`config.mk`:
```
export PLATFORM = sky130hd
export DESIGN_NAME = fifo_a32d32_share_ctrl
export DESIGN_NICKNAME = d
export VERILOG_FILES = /design/src/rtl/fifo_share_pkg.sv /design/src/rtl/fifo_out_skid2.sv /design/src/rtl/fifo_a32d32_share_ctrl.sv
export SDC_FILE = /design/constraint.sdc
export NUM_CORES = 1
export LEC_CHECK = 0
export ABC_AREA = 1
export CAP_MARGIN = 20
export CORE_MARGIN = 2
export CORE_UTILIZATION = 40
export CTS_CLUSTER_SIZE = 25
export DETAILED_ROUTE_END_ITERATION = 16
export PLACE_DENSITY = 0.87
export SYNTH_ARGS = -nofsm -noshare
export SYNTH_HDL_FRONTEND = slang
export SYNTH_SLANG_ARGS = --single-unit
```
`constraint.sdc`:
```
create_clock -name clk -period 5.1 [get_ports clk]
set_clock_uncertainty 0.05 [all_clocks]
set_input_delay 1.02 -clock clk [delete_from_list [all_inputs] [get_ports clk]]
set_output_delay 1.02 -clock clk [all_outputs]
set_load 0.01 [all_outputs]
```
`src/rtl/fifo_share_pkg.sv`:
```
// Shared constants and small helpers for the two-writer / one-reader FIFO
// sharing controller and its output buffer.
package fifo_share_pkg;

  localparam int DAT_WIDTH    = 32;
  localparam int PTR_WIDTH    = 5;
  localparam int SKID_DEPTH   = 2;

  localparam int ERR_WR_FULL  = 0;
  localparam int ERR_RD_EMPTY = 1;

  typedef logic [1:0] occ_t;

  // True when a new read can be issued without the buffer overflowing once
  // everything already requested has landed (occ + inflight - pop < 2).
  function automatic logic rd_room(input occ_t occ, input logic inflight, input logic pop);
    logic [2:0] committed;
    logic [2:0] limit;
    committed = 3'(occ) + 3'(inflight);
    limit     = 3'(SKID_DEPTH) + 3'(pop);
    return committed < limit;
  endfunction

  // Sticky error update: a new error pulse takes priority over a clear.
  function automatic logic [1:0] sticky_next(input logic [1:0] cur,
                                             input logic       wr_err,
                                             input logic       rd_err,
                                             input logic       clr);
    logic [1:0] set;
    set               = 2'b00;
    set[ERR_WR_FULL]  = wr_err;
    set[ERR_RD_EMPTY] = rd_err;
    return (clr ? 2'b00 : cur) | set;
  endfunction

endpackage

```
`src/rtl/fifo_out_skid2.sv`:
```
// Two-entry output buffer that turns the FIFO's delayed read data into a
// valid/ready stream while preserving order.
module fifo_out_skid2 #(
  parameter int DAT_WIDTH = fifo_share_pkg::DAT_WIDTH
) (
  input  logic                 clk,
  input  logic                 reset_n,
  input  logic                 push_i,
  input  logic [DAT_WIDTH-1:0] push_data_i,
  input  logic                 pop_i,
  output logic [1:0]           occ_o,
  output logic                 valid_o,
  output logic [DAT_WIDTH-1:0] head_data_o
);
  import fifo_share_pkg::*;

  logic [DAT_WIDTH-1:0] mem_q [SKID_DEPTH];
  logic                 head_q, head_d;
  logic                 tail_q, tail_d;
  occ_t                 occ_q, occ_d;
  logic                 do_pop;

  assign do_pop = pop_i && (occ_q != 2'd0);

  always_comb begin
    head_d = head_q;
    tail_d = tail_q;
    occ_d  = occ_q;
    if (push_i) tail_d = ~tail_q;
    if (do_pop) head_d = ~head_q;
    case ({push_i, do_pop})
      2'b10:   occ_d = occ_q + 2'd1;
      2'b01:   occ_d = occ_q - 2'd1;
      default: occ_d = occ_q;
    endcase
  end

  always_ff @(posedge clk or negedge reset_n) begin
    if (!reset_n) begin
      head_q <= 1'b0;
      tail_q <= 1'b0;
      occ_q  <= 2'd0;
    end else begin
      head_q <= head_d;
      tail_q <= tail_d;
      occ_q  <= occ_d;
    end
  end

  // Storage carries no reset; validity is tracked entirely by occ_q.
  always_ff @(posedge clk) begin
    if (push_i) mem_q[tail_q] <= push_data_i;
  end

  assign occ_o       = occ_q;
  assign valid_o     = (occ_q != 2'd0);
  assign head_data_o = mem_q[head_q];

endmodule

```
`src/rtl/fifo_a32d32_share_ctrl.sv`:
```
// Shares one 32x32 FIFO envelope between two round-robin writers and a single
// valid/ready reader that hides the envelope's one-cycle read latency.
module fifo_a32d32_share_ctrl #(
  parameter int DAT_WIDTH = fifo_share_pkg::DAT_WIDTH,
  parameter int PTR_WIDTH = fifo_share_pkg::PTR_WIDTH,
  parameter int AF_THRESH = 28
) (
  input  logic                 clk,
  input  logic                 reset_n,
  input  logic                 req0_valid,
  input  logic [DAT_WIDTH-1:0] req0_data,
  output logic                 req0_ready,
  input  logic                 req1_valid,
  input  logic [DAT_WIDTH-1:0] req1_data,
  output logic                 req1_ready,
  output logic                 out_valid,
  output logic [DAT_WIDTH-1:0] out_data,
  input  logic                 out_ready,
  output logic                 fifo_wr_op,
  output logic [DAT_WIDTH-1:0] fifo_wr_data,
  output logic [DAT_WIDTH-1:0] fifo_wr_mask,
  output logic                 fifo_rd_op,
  input  logic [DAT_WIDTH-1:0] fifo_rd_data,
  input  logic                 fifo_full,
  input  logic                 fifo_empty,
  input  logic [PTR_WIDTH:0]   fifo_entry_used,
  input  logic                 fifo_wr_full_err,
  input  logic                 fifo_rd_empty_err,
  output logic                 almost_full,
  output logic [1:0]           err_sticky,
  input  logic                 err_clr
);
  import fifo_share_pkg::*;

  // last_grant_q holds the index of the requester that transferred last.
  logic       last_grant_q, last_grant_d;
  logic       elig0, elig1;
  logic       gnt0, gnt1;

  logic       inflight_q;
  occ_t       occ;
  logic       pop;
  logic       rd_issue;

  logic       almost_full_q, almost_full_d;
  logic [1:0] err_sticky_q, err_sticky_d;

  always_comb begin
    elig0        = reset_n && req0_valid && !fifo_full;
    elig1        = reset_n && req1_valid && !fifo_full;
    gnt0         = elig0 && (!elig1 || last_grant_q);
    gnt1         = elig1 && (!elig0 || !last_grant_q);
    last_grant_d = last_grant_q;
    if (gnt0)      last_grant_d = 1'b0;
    else if (gnt1) last_grant_d = 1'b1;
  end

  assign req0_ready   = gnt0;
  assign req1_ready   = gnt1;
  assign fifo_wr_op   = gnt0 | gnt1;
  assign fifo_wr_data = gnt1 ? req1_data : req0_data;
  assign fifo_wr_mask = '1;

  assign pop        = out_valid && out_ready;
  assign rd_issue   = reset_n && !fifo_empty && rd_room(occ, inflight_q, pop);
  assign fifo_rd_op = rd_issue;

  always_comb begin
    almost_full_d = (fifo_entry_used >= (PTR_WIDTH+1)'(AF_THRESH));
    err_sticky_d  = sticky_next(err_sticky_q, fifo_wr_full_err, fifo_rd_empty_err, err_clr);
  end

  always_ff @(posedge clk or negedge reset_n) begin
    if (!reset_n) begin
      last_grant_q  <= 1'b1;
      inflight_q    <= 1'b0;
      almost_full_q <= 1'b0;
      err_sticky_q  <= 2'b00;
    end else begin
      last_grant_q  <= last_grant_d;
      inflight_q    <= rd_issue;
      almost_full_q <= almost_full_d;
      err_sticky_q  <= err_sticky_d;
    end
  end

  assign almost_full = almost_full_q;
  assign err_sticky  = err_sticky_q;

  // The envelope presents read data the cycle after rd_op; capture it then.
  fifo_out_skid2 #(
    .DAT_WIDTH (DAT_WIDTH)
  ) u_skid (
    .clk         (clk),
    .reset_n     (reset_n),
    .push_i      (inflight_q),
    .push_data_i (fifo_rd_data),
    .pop_i       (pop),
    .occ_o       (occ),
    .valid_o     (out_valid),
    .head_data_o (out_data)
  );

endmodule

```
# Yosys cells after proc, flatten, opt, wreduce, memory -nomap -nowiden
# Memory sizes are Yosys's and may differ from the RTL's.
# Index checks and enable logic that the tools add are counted.
[word_totals]
reg_bits = 9
ramBits = 64
inputBits = 112
output_inout_bits = 104
word_cells = 47
memories = 1
[op_classes]
n_addsub = 4
n_lt_le_gt_ge = 2
eq_ne = 2
n_mux = 7
bitwise = 4
reduce_logical = 20
[mem_list]
columns = ["memory", "words", "width", "read_ports", "rd_clocked_by_memory_dff", "write_ports", "line_no", "rtl"]
rows = [
  ["u_skid.mem_q", 2, 32, 1, 0, 1, "fifo_out_skid2.sv:17", "logic [DAT_WIDTH-1:0] mem_q [SKID_DEPTH];"],
]
[op_table]
columns = ["cell", "n"]
rows = [
  ["32-bit two-way mux", 1],
  ["1-bit logical AND", 10],
  ["6-bit by 5-bit >= comparator with 1-bit output (second input constant)", 1],
  ["2-bit nonzero test", 3],
  ["1-bit zero test", 5],
  ["1-bit two-way mux", 4],
  ["2-bit case mux with 2 select lines", 1],
  ["2-bit by 1-bit adder with 3-bit output", 1],
  ["2-bit by 1-bit adder with 3-bit output (first input constant)", 1],
  ["3-bit less-than comparator", 1],
  ["2-bit by 1-bit adder with 2-bit output (second input constant)", 1],
  ["2-bit by 1-bit equality test with 1-bit output (second input constant)", 1],
  ["2-bit equality test (second input constant)", 1],
  ["1-bit logical OR", 2],
  ["2-bit two-way mux", 1],
  ["1-bit inverter", 2],
  ["2-bit bitwise OR", 1],
  ["2-bit by 1-bit subtractor with 2-bit output (second input constant)", 1],
  ["1-bit bitwise OR", 1],
]

# Depth between registers and ports, before layout
[logic_depth]
ltp_word = 7
depth_mapped = 10
mapped_depth_nobuf = 10

# Hierarchy
# From an unflattened synthesis, not the netlist that was laid out.
[unflattened]
cells_unflattened = 364
area_unflattened_um2 = 3594.7
[by_module_without_submodules]
columns = ["mod", "n_inst", "cells_per_inst", "area_each_um2", "seq_area_each_um2"]
rows = [
  ["fifo_out_skid2", 1, 195, 2600.0, 2021.9],
  ["fifo_a32d32_share_ctrl", 1, 169, 994.7, 126.4],
]

# Worst setup path before layout
# No wires, ideal clock.
[synth_timing]
path_kind = "input to output"
startpoint = "input fifo_full"
endpoint = "output fifo_wr_data[17]"
arrival_ns = 1.669
required_ns = 4.030
path_slack_ns = 2.361
cell_stages = 6
path_buffers = 1
path_cell_list = "inv_1 > nand3_1 > nor2_4 > buf_4 > nand2_1 > nand2_1"
[synth_between]
elab_chain_cells = 6
elab_cells_between_ends = 7
cone_classes = "mux: 1; reduce/logical: 6"
[synth_lines]
columns = ["item", "line_no", "rtl"]
rows = [
  ["start, declared", "fifo_a32d32_share_ctrl.sv:24", "input logic fifo_full,"],
  ["1-bit zero test *", "fifo_a32d32_share_ctrl.sv:49, fifo_a32d32_share_ctrl.sv:50", ""],
  ["1-bit logical AND", "fifo_a32d32_share_ctrl.sv:49", "elig0 = reset_n && req0_valid && !fifo_full;"],
  ["1-bit zero test", "fifo_a32d32_share_ctrl.sv:52", "gnt1 = elig1 && (!elig0 || !last_grant_q);"],
  ["1-bit logical OR", "fifo_a32d32_share_ctrl.sv:52", ""],
  ["1-bit logical AND *", "fifo_a32d32_share_ctrl.sv:52", ""],
  ["net req1_ready", "fifo_a32d32_share_ctrl.sv:15", "output logic req1_ready,"],
  ["32-bit two-way mux *", "fifo_a32d32_share_ctrl.sv:61", "assign fifo_wr_data = gnt1 ? req1_data : req0_data;"],
  ["end, declared", "fifo_a32d32_share_ctrl.sv:20", "output logic [DAT_WIDTH-1:0] fifo_wr_data,"],
]
# The timed path passes the listed nets; every way through them passes the cells marked *.

# Final worst setup path
[layout_timing]
startpoint = "input reset_n"
endpoint = "output fifo_wr_data[0]"
[layout_between]
elab_chain_cells = 6
elab_cells_between_ends = 8
cone_classes = "mux: 1; reduce/logical: 7"
[layout_lines]
columns = ["item", "line_no", "rtl"]
rows = [
  ["start, declared", "fifo_a32d32_share_ctrl.sv:9", "input logic reset_n,"],
  ["1-bit logical AND (2 in series)", "fifo_a32d32_share_ctrl.sv:49", ""],
  ["1-bit zero test", "fifo_a32d32_share_ctrl.sv:52", ""],
  ["1-bit logical OR", "fifo_a32d32_share_ctrl.sv:52", ""],
  ["1-bit logical AND *", "fifo_a32d32_share_ctrl.sv:52", ""],
  ["32-bit two-way mux *", "fifo_a32d32_share_ctrl.sv:61", ""],
]
# Mark *: on every way between the ends. The rest lies on a longest branch, timed or not.

==> impl_metrics.json <==
{
  "drtPass1Iterations": 4,
  "met3WireLength_um": 690,
  "worst_slew_pin_slew_ns": 0.964,
  "worstHoldStart": "last_grant_q$_DFFE_PN1P_",
  "finalCritPeriodShare_pct": 83.9,
  "crit_type": "in2out",
  "rows": 33,
  "overflow": 0,
  "synth_cell_types": 21,
  "dp_cells": 632,
  "min_period_ns": 4.28,
  "dieArea_um2": 9320,
  "p_switching_uw": 669,
  "start_util_pct": 41.5,
  "cts-root-buf": "clkbuf_8",
  "seqPwrFrac_pct": 37.3,
  "avgViaCountPerCell": 4.58,
  "die_h_um": 96.6,
  "avgRoutedWirePerCell_um": 14.7,
  "power_density_nw_per_um2": 389,
  "reg2reg_from": "u_skid.head_q$_DFFE_PN0P_",
  "sw_frac_of_total_pct": 31.7,
  "cts_tree": "done",
  "cts_setup_buffers": 0,
  "drv_slew": 0,
  "clock-sinks": 73,
  "path_max_fanout": 33,
  "p_clk_share_pct": 22.5,
  "routed_wirelength_um": 9490,
  "internal-power_uw": 1440,
  "ant_nets": 0,
  "cts-resized-gates": 0,
  "insertion_delay_ns": 0.33,
  "antenna_found_initial": 0,
  "finalHoldViolCount": 0,
  "io_buffers": 181,
  "fin_cells": 647,
  "num_vias": 2965,
  "gp_congestion": 0.731,
  "leakage_uw": 0.00234,
  "yosysTopAreaCell": "edfxtp_1",
  "status": "finished, final reports clean",
  "numCtsBuffers": 9,
  "p_comb_share_pct": 40.3,
  "ir_drop_mv": 0.465,
  "ioPinCount": 216,
  "start_kind": "input port",
  "synth_area_um2": 3430,
  "yosysSeqAreaShare_pct": 62.7,
  "setup-violations-final": 0,
  "wl_met1_um": 3290,
  "postCtsHoldBufs": 0,
  "dp_hpwl_um": 7050,
  "num_antenna_cells": 0,
  "dr_wl_met2_um": 5270,
  "grt_pass1_wl_um": 12900,
  "dieWidth_um": 96.6,
  "synth_top_area_share_pct": 56.1,
  "grt_usage_pct": 18.8,
  "critPathArrivalTime_ns": 3.21,
  "maxCapViolCount": 0,
  "clk_pin_slew_worst_paths_ns": 0.07,
  "ys_ff_latch": 73,
  "worstPathRequired_ns": 4.03,
  "setup_tns_ns": 0,
  "synth.area.top_cells": "edfxtp_1 56%, nand2_1 22%, buf_4 7.7%",
  "drt_iter0_drc": 96,
  "core_um2": 8260,
  "hp-class": "reg2reg",
  "grt_max_degree": 34,
  "avgSynthCellArea_um2": 9.63,
  "first_global_vias": 2790,
  "clock_path_buffers": 2,
  "critPathCaptureType": "output pin",
  "critPathLaunch": "reset_n",
  "drive_gt1_share_pct": 3.87,
  "fmax_mhz": 234,
  "highest_layer": "met4",
  "ctsHtreeMaxLevel": 3,
  "rsz0062_at_grt": "false",
  "syn_to_final_growth_pct": 58.2,
  "ys_warn_count": 0,
  "drc": 0,
  "syn_inst": 356,
  "nets": 653,
  "max_slew_margin_pct": 35.3
}
## placed cells by master, fill, tap and decap left out, types with 2 or more instances in the layout
| cell | instances |
|---|---|
| nand2_1 | 202 |
| clkdlybuf4s50_1 | 181 |
| edfxtp_1 | 64 |
| conb_1 | 32 |
| inv_1 | 13 |
| clkbuf_8 | 9 |
| dfrtp_1 | 8 |
| nand3_1 | 4 |
| buf_4 | 4 |
| ha_1 | 3 |
| nor2_4 | 2 |
| nand4_1 | 2 |
| clkinv_1 | 2 |
| a21oi_1 | 2 |
| o21bai_1 | 2 |
| xor2_1 | 2 |
| bufinv_16 | 2 |
## cells in the mapped netlist
cell        n
a21oi_1     2
a31o_2      1
buf_2       8
buf_4      35
clkbuf_1    2
clkinv_1    1
conb_1      1
dfrtp_1     8
dfstp_2     1
edfxtp_1   64
ha_1        3
inv_1      13
nand2_1   202
nand3_1     4
nand4_1     2
nor2_1      2
nor2_4      1
o21ai_0     1
o21bai_1    2
xnor2_1     1
xor2_1      2
## worst paths after layout
path / slack [ns] / depth (start not counted) / to
max: 0.82 / 7 / fifo_wr_data[0]
min: 0.47 / 2 / last_grant_q$_DFFE_PN1P_
max reg2reg: 2.97 / 3 / u_skid.head_q$_DFFE_PN0P_
min reg2reg: 0.47 / 2 / last_grant_q$_DFFE_PN1P_
max in group asynchronous: 3.83 / 2 / last_grant_q$_DFFE_PN1P_
min in group asynchronous: 0.94 / 2 / almost_full$_DFF_PN0_
## per-layer routing
metal,global-route usage [%],vias to the layer above
met5,0,-
met4,7.63,0
met3,4.73,22
met2,36.2,145
met1,19.1,1369
li1,-,1429
## critical path, stage by stage
cell	delay [ns]
clkdlybuf4s50_1	0.45
buf_4	0.21
nand3_1	0.18
nor2_4	0.57
nand2_1	0.11
nand2_1	0.12
clkdlybuf4s50_1	0.54
## cell families after synthesis
logic type	count (synthesis)	share of synthesized area (%)
and+or+nand+nor	211	23.6
adders and majority gates	3	1.10
xor gates and xnor gates	3	0.767
DFF	73	62.7
other	1	0.109
AOI/OAI and AO/OA	6	1.13
buffers and inverters	59	10.6
## final cells by class
cell class	count	area [um^2]
multi-input cells	255	1040
repair buffers	185	1840
inverters	14	52.6
clock buffers	10	128
fillers	609	2840
well taps	105	131
clock inverters	5	80.1
flip-flops and latches	73	2150
## per-stage QoR
step	util, %	area (um^2)	hold WS [ns]	setup WS, ns	total power, uW
after floorplan	-	3540	0.411	2.36	1190
after global placement	63.1	5210	0.447	0.888	1620
after detailed placement	63.1	5210	0.446	0.812	1640
after CTS	65.7	5420	0.461	0.809	2120
after global routing	65.7	5420	0.492	0.639	2220
final	65.7	5420	0.465	0.819	2110
## registers in the layout (all words and copies together), names as in the netlist
register,count
u_skid.mem_q,64
err_sticky,2
u_skid.occ_o,2
almost_full,1
inflight_q,1
last_grant_q,1
u_skid.head_q,1
u_skid.tail_q,1
## power by group through the flow
stage	clock network (uW)	registers [uW]	logic (uW)
after global placement	0	793	828
after detailed placement	0	797	844
after floorplan	0	790	402
final	474	786	849
after CTS	482	785	856
after global routing	506	791	918
Note: power is estimated with default switching activity, not from simulation.
